===== config.mk =====
export PLATFORM = sky130hd
export DESIGN_NAME = mem_writer_flat
export DESIGN_NICKNAME = d
export VERILOG_FILES = /design/src/rtl/mem_writer_if.sv /design/src/rtl/mem_writer.sv /design/src/flat_wrapper.sv
export SDC_FILE = /design/constraint.sdc
export NUM_CORES = 1
export LEC_CHECK = 0
export BUFFER_PORTS_ARGS = -buffer_cell sky130_fd_sc_hd__buf_4
export CORE_ASPECT_RATIO = 0.75
export CORE_MARGIN = 2
export CORE_UTILIZATION = 45
export DETAILED_ROUTE_END_ITERATION = 10
export GPL_TIMING_DRIVEN = 0
export PLACE_DENSITY = 0.77
export SYNTH_ARGS = -nofsm -noshare
export SYNTH_HDL_FRONTEND = slang
export SYNTH_SLANG_ARGS = --single-unit

===== constraint.sdc =====
create_clock -name clk -period 2.57 [get_ports clk]
set_clock_uncertainty 0.2 [all_clocks]
set_input_delay 0.3855 -clock clk [delete_from_list [all_inputs] [get_ports clk]]
set_output_delay 0.3855 -clock clk [all_outputs]
set_load 0.01 [all_outputs]

===== src/rtl/mem_writer_if.sv =====
// Command and memory-write bus of mem_writer; slave is the writer, master drives commands.
// No latency or backpressure of its own: pure wiring between writer and its user.
// Flow control is the cmd_valid/cmd_ready handshake carried here.
interface mem_writer_if #(
    parameter int width = 16,
    parameter int asize = 11
);
    logic             cmd_valid;
    logic             cmd_ready;
    logic             cmd_fill;
    logic [asize-1:0] cmd_addr;
    logic [asize:0]   cmd_len;
    logic [width-1:0] cmd_data;
    logic             abort;
    logic             we;
    logic [asize-1:0] waddr;
    logic [width-1:0] wdata;
    logic             busy;
    logic             done;

    modport slave (
        input  cmd_valid, cmd_fill, cmd_addr, cmd_len, cmd_data, abort,
        output cmd_ready, we, waddr, wdata, busy, done
    );

    modport master (
        output cmd_valid, cmd_fill, cmd_addr, cmd_len, cmd_data, abort,
        input  cmd_ready, we, waddr, wdata, busy, done
    );
endinterface


===== src/rtl/mem_writer.sv =====
// Memory writer: one-word write or fill run of a latched value from a start address.
// Latency: first write the cycle after acceptance, done one cycle after the last write.
// Backpressure: cmd_ready only in IDLE; one command in flight at a time.
module mem_writer #(
    parameter int size  = 2048,
    parameter int width = 16,
    parameter int asize = $clog2(size)
) (
    input  logic         clk,
    input  logic         rst_n,
    mem_writer_if.slave  bus
);
    typedef enum logic [1:0] {IDLE, WRITE, FILL, DONE} state_t;

    localparam logic [asize:0]   SIZE_L    = (asize+1)'(size);
    localparam logic [asize-1:0] LAST_ADDR = asize'(size - 1);
    localparam logic [asize:0]   ONE_L     = (asize+1)'(1);

    state_t           r_state;
    state_t           w_next;
    logic [asize-1:0] r_waddr;
    logic [width-1:0] r_wdata;
    logic [asize:0]   r_rem;

    logic             w_accept;
    logic [asize:0]   w_len;
    logic             w_fill_end;
    logic [asize-1:0] w_addr_inc;
    logic             w_ready;
    logic             w_we;
    logic             w_busy;
    logic             w_done;

    assign w_accept   = bus.cmd_valid && (r_state == IDLE);
    assign w_len      = (bus.cmd_len > SIZE_L) ? SIZE_L : bus.cmd_len;
    assign w_fill_end = (r_rem == ONE_L) || bus.abort;
    // Explicit wrap so non-power-of-2 memories roll over at size-1.
    assign w_addr_inc = (r_waddr == LAST_ADDR) ? '0 : r_waddr + asize'(1);

    always_ff @(posedge clk or negedge rst_n) begin
        if (!rst_n) begin
            r_state <= IDLE;
        end else begin
            r_state <= w_next;
        end
    end

    always_comb begin
        w_next  = r_state;
        w_ready = 1'b0;
        w_we    = 1'b0;
        w_busy  = 1'b1;
        w_done  = 1'b0;
        case (r_state)
            IDLE: begin
                w_ready = 1'b1;
                w_busy  = 1'b0;
                if (w_accept) begin
                    if (!bus.cmd_fill)         w_next = WRITE;
                    else if (w_len == '0)      w_next = DONE;
                    else                       w_next = FILL;
                end
            end
            WRITE: begin
                w_we   = 1'b1;
                w_next = DONE;
            end
            FILL: begin
                w_we = 1'b1;
                if (w_fill_end) w_next = DONE;
            end
            DONE: begin
                w_done = 1'b1;
                w_next = IDLE;
            end
            default: w_next = IDLE;
        endcase
    end

    // Write address/data registers only load when a write will follow, so they
    // keep showing the last written word whenever we is low.
    always_ff @(posedge clk or negedge rst_n) begin
        if (!rst_n) begin
            r_waddr <= '0;
            r_wdata <= '0;
            r_rem   <= '0;
        end else begin
            case (r_state)
                IDLE: begin
                    if (w_accept && (!bus.cmd_fill || w_len != '0)) begin
                        r_waddr <= bus.cmd_addr;
                        r_wdata <= bus.cmd_data;
                        r_rem   <= bus.cmd_fill ? w_len : ONE_L;
                    end
                end
                WRITE: r_rem <= '0;
                FILL: begin
                    if (w_fill_end) begin
                        r_rem <= '0;
                    end else begin
                        r_rem   <= r_rem - ONE_L;
                        r_waddr <= w_addr_inc;
                    end
                end
                default: ;
            endcase
        end
    end

    assign bus.cmd_ready = w_ready && rst_n;
    assign bus.we        = w_we;
    assign bus.busy      = w_busy;
    assign bus.done      = w_done;
    assign bus.waddr     = r_waddr;
    assign bus.wdata     = r_wdata;
endmodule


===== src/flat_wrapper.sv =====
// flat-port wrapper written by rule: the top's interface ports become plain ports
module mem_writer_flat 
#(
    parameter int size  = 2048,
    parameter int width = 16,
    parameter int asize = $clog2(size)
)
  (clk, rst_n, bus_cmd_valid, bus_cmd_fill, bus_cmd_addr, bus_cmd_len, bus_cmd_data, bus_abort, bus_cmd_ready, bus_we, bus_waddr, bus_wdata, bus_busy, bus_done);
  mem_writer_if #(.width(width), .asize(asize)) bus_i ();
  input  logic clk;
  input  logic rst_n;
  input wire logic [$bits(bus_i.cmd_valid)-1:0] bus_cmd_valid;
  input wire logic [$bits(bus_i.cmd_fill)-1:0] bus_cmd_fill;
  input wire logic [$bits(bus_i.cmd_addr)-1:0] bus_cmd_addr;
  input wire logic [$bits(bus_i.cmd_len)-1:0] bus_cmd_len;
  input wire logic [$bits(bus_i.cmd_data)-1:0] bus_cmd_data;
  input wire logic [$bits(bus_i.abort)-1:0] bus_abort;
  output wire logic [$bits(bus_i.cmd_ready)-1:0] bus_cmd_ready;
  output wire logic [$bits(bus_i.we)-1:0] bus_we;
  output wire logic [$bits(bus_i.waddr)-1:0] bus_waddr;
  output wire logic [$bits(bus_i.wdata)-1:0] bus_wdata;
  output wire logic [$bits(bus_i.busy)-1:0] bus_busy;
  output wire logic [$bits(bus_i.done)-1:0] bus_done;
  assign bus_i.cmd_valid = bus_cmd_valid;
  assign bus_i.cmd_fill = bus_cmd_fill;
  assign bus_i.cmd_addr = bus_cmd_addr;
  assign bus_i.cmd_len = bus_cmd_len;
  assign bus_i.cmd_data = bus_cmd_data;
  assign bus_i.abort = bus_abort;
  assign bus_cmd_ready = bus_i.cmd_ready;
  assign bus_we = bus_i.we;
  assign bus_waddr = bus_i.waddr;
  assign bus_wdata = bus_i.wdata;
  assign bus_busy = bus_i.busy;
  assign bus_done = bus_i.done;
  mem_writer #(.size(size), .width(width), .asize(asize)) u_core (.clk(clk), .rst_n(rst_n), .bus(bus_i));
endmodule

==> results of run 1 <==
## area by class of cell
type | count | area, µm² | area share
Sequential cell | 41 | 1030 | 0.322
Timing Repair Buffer | 76 | 573 | 0.180
Clock inverter | 3 | 46.3 | 0.0145
Buffer | 11 | 61.3 | 0.0192
Inverter | 11 | 41.3 | 0.0129
Multi-Input combinational cell | 190 | 1280 | 0.402
Clock buffer | 5 | 68.8 | 0.0216
Tap cell | 72 | 90.1 | 0.0282
## per-stage QoR
| stage | power (mW) | hold slack, ns |
|---|---|---|
| 6_report | 4.12 | 0.116 |
| 5_1_grt | 4.48 | 0.102 |
| 4_1_cts | 4.09 | 0.105 |
| 3_5_place_dp | 3.54 | 0.207 |
| 3_3_place_gp | 3.47 | 0.201 |
| 2_1_floorplan | 2.71 | -0.110 |
## critical path: stages
cell and delay [ns]:
buf_4 0.11, or4_1 0.53, or3_1 0.46, o311ai_2 0.31, buf_4 0.25, mux2_2 0.36
## flip-flops by register name, summed over array words and instances, names as in the netlist
name,cells
u_core.bus.waddr,11
u_core.bus.wdata,16
u_core.r_rem,12
u_core.r_state,2
## where the power goes
group / total [mW] / switching (mW) / internal [mW] / leakage (nW)
clock: 0.528 / 0.237 / 0.291 / 0.0543
combinational: 2.32 / 1.26 / 1.06 / 0.883
sequential: 1.27 / 0.305 / 0.967 / 0.505
## final timing paths
path,from,end
worst max-delay path,bus_cmd_len[2],u_core.bus.wdata[1]$_DFFE_PN0P_
worst min-delay path,bus_cmd_data[13],u_core.bus.wdata[13]$_DFFE_PN0P_
worst max register to register,u_core.r_rem[6]$_DFFE_PN0P_,u_core.r_rem[0]$_DFFE_PN0P_
worst min register to register,u_core.bus.wdata[12]$_DFFE_PN0P_,u_core.bus.wdata[12]$_DFFE_PN0P_
max in group asynchronous,rst_n,u_core.bus.waddr[10]$_DFFE_PN0P_
min in group asynchronous,rst_n,u_core.bus.wdata[14]$_DFFE_PN0P_
## logic make-up after synthesis
logic type,share of synthesized area
buffers and inverters,0.0424
AND/OR/NAND/NOR,0.201
AO/OA/AOI/OAI,0.193
flip-flops,0.430
multiplexers,0.0974
adder cells (fa/ha/maj),0.0367
## routing by layer
layer  track usage  wire length [µm]
met5             0                 0
met4        0.0966               131
met3        0.0520               405
met2         0.324              2540
met1         0.298              2840
## cell usage in the layout (no fill, tap or decap), types with 2 or more instances in the layout
cell	count
nor2b_1	3
buf_4	79
a211oi_1	2
clkbuf_8	5
nand3_1	9
nor4_1	4
or3_1	5
nor3b_1	2
mux2_2	18
a22oi_1	3
dfrtp_1	41
a32oi_1	3
a21oi_1	14
mux2i_1	3
or4_1	5
o21ai_0	33
clkbuf_1	3
buf_2	3
nand4_1	2
ha_1	6
nand2_1	12
nor3_1	15
nor2_1	25
a31oi_1	2
a21o_1	2
inv_1	11
## repair_timing
action                     4_1_cts  5_1_grt
setup buffers                    1        0
pin swaps                        1        0
hold endpoints to repair        41        0
hold buffers                     1        0
resized for setup                0        6
setup endpoints to repair        9       22
==> impl_metrics.toml, run 1 <==
[run_status]
outcome = "finished, final reports clean"

[floorplan]
fp.dieW_um = 88.1
die_h_um = 67.1
num_rows = 22
fp.coreArea_um2 = 5010
dieArea_um2 = 5910
ios = 75
start_util = 0.477

[global_routing]
antenna_found_initial = 0
overflow = 0
grt_max_degree = 43
grt_pass1_vias = 2102
grt_pass1_wl_mm = 9.72
grt_util_all_layers = 0.217

[clocking]
cts_max_level = 2
cts.sink_count = 41
cts_tree = "built"
cts.path.max_buffers = 2
root_buffer = "clkbuf_8"
clock_latency_ns = 0.30
cts_buffers = 5
clkTransAtPathRegs_ns = 0.09

[synthesis]
yosysSeqAreaShare = 0.430
syn_avg_cell_area_um2 = 9.44
yosysWarnings = 0
synth_largest_area_cell = "dfrtp_1"
synth_edf_count = 0
synth.cell_area_um2 = 2390
ys.flop_type = "dfrtp_1"
synth_fp_nets = 304
synthCells = 253
async_flop_share = 1.00
synth_common_cells = "41 x dfrtp_1, 33 x o21ai_0, 25 x nor2_1, 18 x mux2_2, 15 x nor3_1"
synth_top_area_frac = 0.430
ys_ff_latch = 41
synthMostInstantiatedCell = "dfrtp_1"
yosysUniqueCellTypes = 46
ys_top_cells_by_area = "dfrtp_1 43%, mux2_2 8.5%, o21ai_0 6.9%"

[timing]
tightest_slew_ns = 0.612
rsz0062_at_grt = "false"
hold_violations = 0
period_needed_ns = 2.41
fin_ws_ns = 0.156
setup_tns_ns = 0
slew_headroom = 0.591
setup_viol = 0
fin_crit_sh = 0.939
drv_slew = 0
fmax_mhz = 414

[power]
ir_drop_mv = 0.680
power.density_nw_per_um2 = 1290
p_leak_nw = 1.44

[worst_setup_path]
worst_ep_required_time_ns = 2.56
r2r_cells = 6
cp_max_fo = 10
path_class = "input port to flip-flop"
worstPathArrival_ns = 2.40
end_kind = "flip-flop"
reg2reg_slack_ns = 0.19
start_kind = "input port"

[cells_and_area]
areaGrowthSynthToFinish_pct = 33.6
fin_util = 0.637
drive_above_1_share = 0.356
n_fill_cell = 437
final_area_um2 = 3190
final_cells = 409
finish.net_count = 387
diodes = 0

[routing]
wl_per_cell_um = 14.5
viasPerCell = 5.45
drt_wl_total_mm = 5.92
detail-route-antenna-nets = 0
drt_iter0_drc = 152
dr_total_vias = 2229
route.detailed.drc = 0
drt_pass1_iterations = 4

[place]
dp_cells = 399
gp_congestion = 0.841
dpl.hpwl_mm = 4.47
post_dp_cell_area_um2 = 3030
io_buffers = 74
pre_cts_slack_ns = -0.150

[job]
drv_cap = 0

[hold_path]
hp-class = "input port to flip-flop"
hold_depth = 2
Note: power is estimated with default switching activity, not from simulation.
==> run 2, diff against run 1 <==
--- a/constraint.sdc
+++ b/constraint.sdc
@@ -3,3 +3,3 @@
 set_input_delay 0.3855 -clock clk [delete_from_list [all_inputs] [get_ports clk]]
 set_output_delay 0.3855 -clock clk [all_outputs]
-set_load 0.01 [all_outputs]
+set_load 0.1 [all_outputs]
==> impl_metrics.toml, run 2 (synthesis results as in run 1) <==
[worst_setup_path]
r2r_cells = 7
end_kind = "flip-flop"
start_kind = "input port"
r2r_start = "u_core.r_rem[6]$_DFFE_PN0P_"
crit_path_end = "u_core.bus.wdata[12]$_DFFE_PN0P_"
reg2reg_slack_ns = 0.16
path_class = "input port to flip-flop"
worst_ep_required_time_ns = 2.55
worstPathArrival_ns = 2.41
cp_max_fo = 10
worstReg2RegEnd = "u_core.r_rem[9]$_DFFE_PN0P_"
timing.critical_path.from = "bus_cmd_len[2]"

[cells_and_area]
diodes = 0
n_fill_cell = 431
finish.net_count = 387
mostFrequentLayoutCell = "buf_4"
multiInputGateArea_um2 = 1290
largest_reg_flops = 16
drive_above_1_share = 0.377
fin_util = 0.641
seqCellArea_um2 = 1030
final_area_um2 = 3210
layout_common_cells = "78 x buf_4, 35 x dfrtp_1, 33 x o21ai_0"
areaGrowthSynthToFinish_pct = 34.5

[place]
io_buffers = 74
gp_congestion = 0.880
post_dp_cell_area_um2 = 3040
dpl.hpwl_mm = 4.54

[global_routing]
grt_pass1_vias = 2102
grt_pass1_wl_mm = 9.77
grt_util_all_layers = 0.215
overflow = 0
grt_max_degree = 43
antenna_found_initial = 0

[timing]
setup_tns_ns = 0
hold_violations = 0
rsz0062_at_grt = "false"
period_needed_ns = 2.43
drv_slew = 0
fmax_mhz = 411
slew_headroom = 0.617
tightest_slew_ns = 0.573
fin_crit_sh = 0.946
setup_viol = 0

[floorplan]
ios = 75
fp.dieW_um = 88.1
num_rows = 22
start_util = 0.477
die_h_um = 67.1
dieArea_um2 = 5910
fp.coreArea_um2 = 5010

[clocking]
cts_buffers = 5
cts.sink_count = 41
clock_latency_ns = 0.30
root_buffer = "clkbuf_8"
clkTransAtPathRegs_ns = 0.08
cts.path.max_buffers = 2
cts_max_level = 2
cts_tree = "built"

[routing]
drt_pass1_iterations = 5
drt_iter0_drc = 175
detail-route-antenna-nets = 0
wl_per_cell_um = 14.9
viasPerCell = 5.56
dr_total_vias = 2276
drt_wl_total_mm = 6.10
route.detailed.drc = 0

[run_status]
outcome = "finished, final reports clean"

[hold_path]
hp-class = "input port to flip-flop"

[job]
drv_cap = 0
run 2: worst min-delay path by stage:
stage | startpoint | to | slack, ns | depth (start not counted)
finish | bus_cmd_data[0] | u_core.bus.wdata[0]$_DFFE_PN0P_ | 0.12 | 2
global route | bus_cmd_data[3] | u_core.bus.wdata[3]$_DFFE_PN0P_ | 0.11 | 2
CTS | bus_cmd_data[3] | u_core.bus.wdata[3]$_DFFE_PN0P_ | 0.11 | 2
detailed placement | rst_n | u_core.bus.wdata[14]$_DFFE_PN0P_ | 0.20 | 1
global placement | rst_n | u_core.bus.wdata[14]$_DFFE_PN0P_ | 0.20 | 1
floorplan | rst_n | u_core.bus.waddr[0]$_DFFE_PN0P_ | -0.11 | 0
run 2: routing by layer:
metal  share of wire  global-route usage  vias up
li1                -                   -     1098
met1            0.46               0.300     1083
met2            0.46               0.345       93
met3           0.077              0.0446        2
met4          0.0034              0.0492        0
met5               0                   0        -
run 2: cell type report:
class | count | area share
inverter | 11 | 0.0129
clock inverter | 2 | 0.0117
buffer | 11 | 0.0191
clock buffer | 6 | 0.0257
sequential | 41 | 0.322
multi-input combinational | 190 | 0.401
tap | 72 | 0.0280
timing repair buffer | 76 | 0.180
run 2: what timing repair did:
| item | 4_1_cts | 5_1_grt |
|---|---|---|
| buffers inserted | 1 | 0 |
| hold buffers | 1 | 0 |
| pin swaps | 1 | 0 |
| endpoints found under the setup margin | 8 | 23 |
| hold endpoints to repair | 41 | 0 |
| resized for setup | 0 | 7 |
run 2: worst max-delay path, stage by stage:
cell and delay, ns:
buf_4 0.11, or4_1 0.54, or3_1 0.46, o311ai_2 0.30, buf_4 0.26, mux2_2 0.35
run 2: per-stage QoR:
step	hold WS (ns)	setup WS, ns	std cells
final	0.119	0.138	409
after global routing	0.109	0.0242	409
after floorplan	-0.110	0.00782	253
after global placement	0.202	-0.139	399
after CTS	0.114	0.0607	409
after detailed placement	0.202	-0.172	399
Power of run 2 is not shown: default switching activity piles up to over one toggle a cycle in this logic, so the estimate is an artifact.
==> run 3, diff against run 2 <==
Settings changed: CTS_CLUSTER_SIZE set to 12, PLACE_DENSITY 0.77 to not set, PLACE_DENSITY_LB_ADDON set to 0.05.
==> impl_metrics.toml, run 3 (synthesis results as in run 1) <==
[worst_setup_path]
start_kind = "input port"
worstPathArrival_ns = 2.44
r2r_cells = 7
path_cells = "buf_4, or4_1, or3_1, o311ai_2, buf_4, mux2_2"
worst_ep_required_time_ns = 2.54
critPathMaxStageDelay_ns = 0.56
worstReg2RegEnd = "u_core.r_rem[0]$_DFFE_PN0P_"
worst-path-buf-inv = 2
crit_path_end = "u_core.bus.wdata[10]$_DFFE_PN0P_"
cp_max_fo = 10
reg2reg_slack_ns = 0.27
timing.critical_path.from = "bus_cmd_len[2]"
path_class = "input port to flip-flop"
end_kind = "flip-flop"
cp_common_cell = "buf_4"
cp.depth = 6
crit_slowest_cell = "or4_1"
crit_family = "simple AND/OR/NAND/NOR gates"
r2r_start = "u_core.r_rem[1]$_DFFE_PN0P_"

[global_routing]
grt_pass1_vias = 2058
antenna_found_initial = 0
grt_util_all_layers = 0.216
overflow = 0
grt_max_degree = 43
grt_pass1_wl_mm = 9.82

[cells_and_area]
diodes = 0
largest_reg_flops = 16
areaGrowthSynthToFinish_pct = 34.3
fin_util = 0.640
layout_common_cells = "78 x buf_4, 35 x dfrtp_1, 33 x o21ai_0"
mostFrequentLayoutCell = "buf_4"
finish.net_count = 387
final_area_um2 = 3210
drive_above_1_share = 0.377

[clocking]
cts.path.max_buffers = 2
cts_max_level = 2
cts.sink_count = 41
cts_tree = "built"
cts_buffers = 5
clock_latency_ns = 0.29
clkTransAtPathRegs_ns = 0.08
root_buffer = "clkbuf_8"

[hold_path]
hold_depth = 2
hp-class = "input port to flip-flop"
hp-start = "bus_cmd_data[15]"

[floorplan]
dieArea_um2 = 5910
fp.dieW_um = 88.1
die_h_um = 67.1
num_rows = 22
ios = 75
fp.coreArea_um2 = 5010
start_util = 0.477

[timing]
tightest_slew_ns = 0.563
rsz0062_at_grt = "false"
setup_viol = 0
drv_slew = 0
setup_tns_ns = 0
slew_headroom = 0.623
period_needed_ns = 2.46
fin_ws_ns = 0.105
fin_crit_sh = 0.959
fmax_mhz = 406
hold_violations = 0

[routing]
dr_total_vias = 2262
drt_iter0_drc = 181
drt_wl_total_mm = 5.96
drt_pass1_iterations = 5
viasPerCell = 5.53
route.detailed.drc = 0
wl_per_cell_um = 14.6
detail-route-antenna-nets = 0

[place]
pre_cts_slack_ns = -0.208
gp_congestion = 0.846
dpl.hpwl_mm = 4.41
post_dp_cell_area_um2 = 3040
io_buffers = 74

[job]
drv_cap = 0

[run_status]
outcome = "finished, final reports clean"
==> run 3: cell count changes in the layout (fill, tap and decap cells not counted), sizes merged <==
cell | previous run | this run
clkbuf | 10 | 8
buf | 82 | 83
clkinv | 0 | 1
==> run 3: what timing repair did <==
| item | 4_1_cts | 5_1_grt |
|---|---|---|
| pin swaps | 1 | 1 |
| endpoints found under the hold margin | 41 | 0 |
| gates cloned | 0 | 0 |
| setup endpoints to repair | 10 | 22 |
| setup buffers | 2 | 0 |
| resized for setup | 0 | 7 |
| hold buffers | 1 | 0 |
==> run 3: area by class of cell <==
cell class                 instances  area (µm²)
multi-input combinational        190        1280
sequential                        41        1030
fill                             452        1800
tap                               72        90.1
buffer                            10        61.3
timing repair buffer              77         584
inverter                          11        41.3
clock inverter                     3        46.3
clock buffer                       5        68.8
==> run 3: stage by stage <==
| stage | hold WS (ns) | cells |
|---|---|---|
| 6_report | 0.122 | 409 |
| 5_1_grt | 0.105 | 409 |
| 4_1_cts | 0.114 | 410 |
| 3_5_place_dp | 0.204 | 399 |
| 3_3_place_gp | 0.206 | 399 |
| 2_1_floorplan | -0.110 | 253 |
==> run 3: how the worst min path moves through the flow <==
stage	endpoint	slack, ns
finish	u_core.bus.wdata[15]$_DFFE_PN0P_	0.12
global route	u_core.bus.wdata[15]$_DFFE_PN0P_	0.10
CTS	u_core.bus.wdata[4]$_DFFE_PN0P_	0.11
detailed placement	u_core.bus.waddr[7]$_DFFE_PN0P_	0.20
global placement	u_core.bus.waddr[5]$_DFFE_PN0P_	0.21
floorplan	u_core.bus.waddr[0]$_DFFE_PN0P_	-0.11
==> run 3: per-layer routing <==
metal	vias up	wire length, µm	track usage
li1	1093	-	-
met1	1077	2950	0.321
met2	88	2550	0.321
met3	4	421	0.0409
met4	0	36	0.0530
met5	-	0	0
==> run 3: worst register-to-register path, stage by stage, from the launching register on <==
cell and delay (ns):
dfrtp_1 0.40, inv_1 0.10, ha_1 0.14, or4b_4 0.50, o31ai_1 0.28, nor2_1 0.17
a221oi_1 0.32, a21oi_1 0.07
Power of run 3 is left out for the same reason.
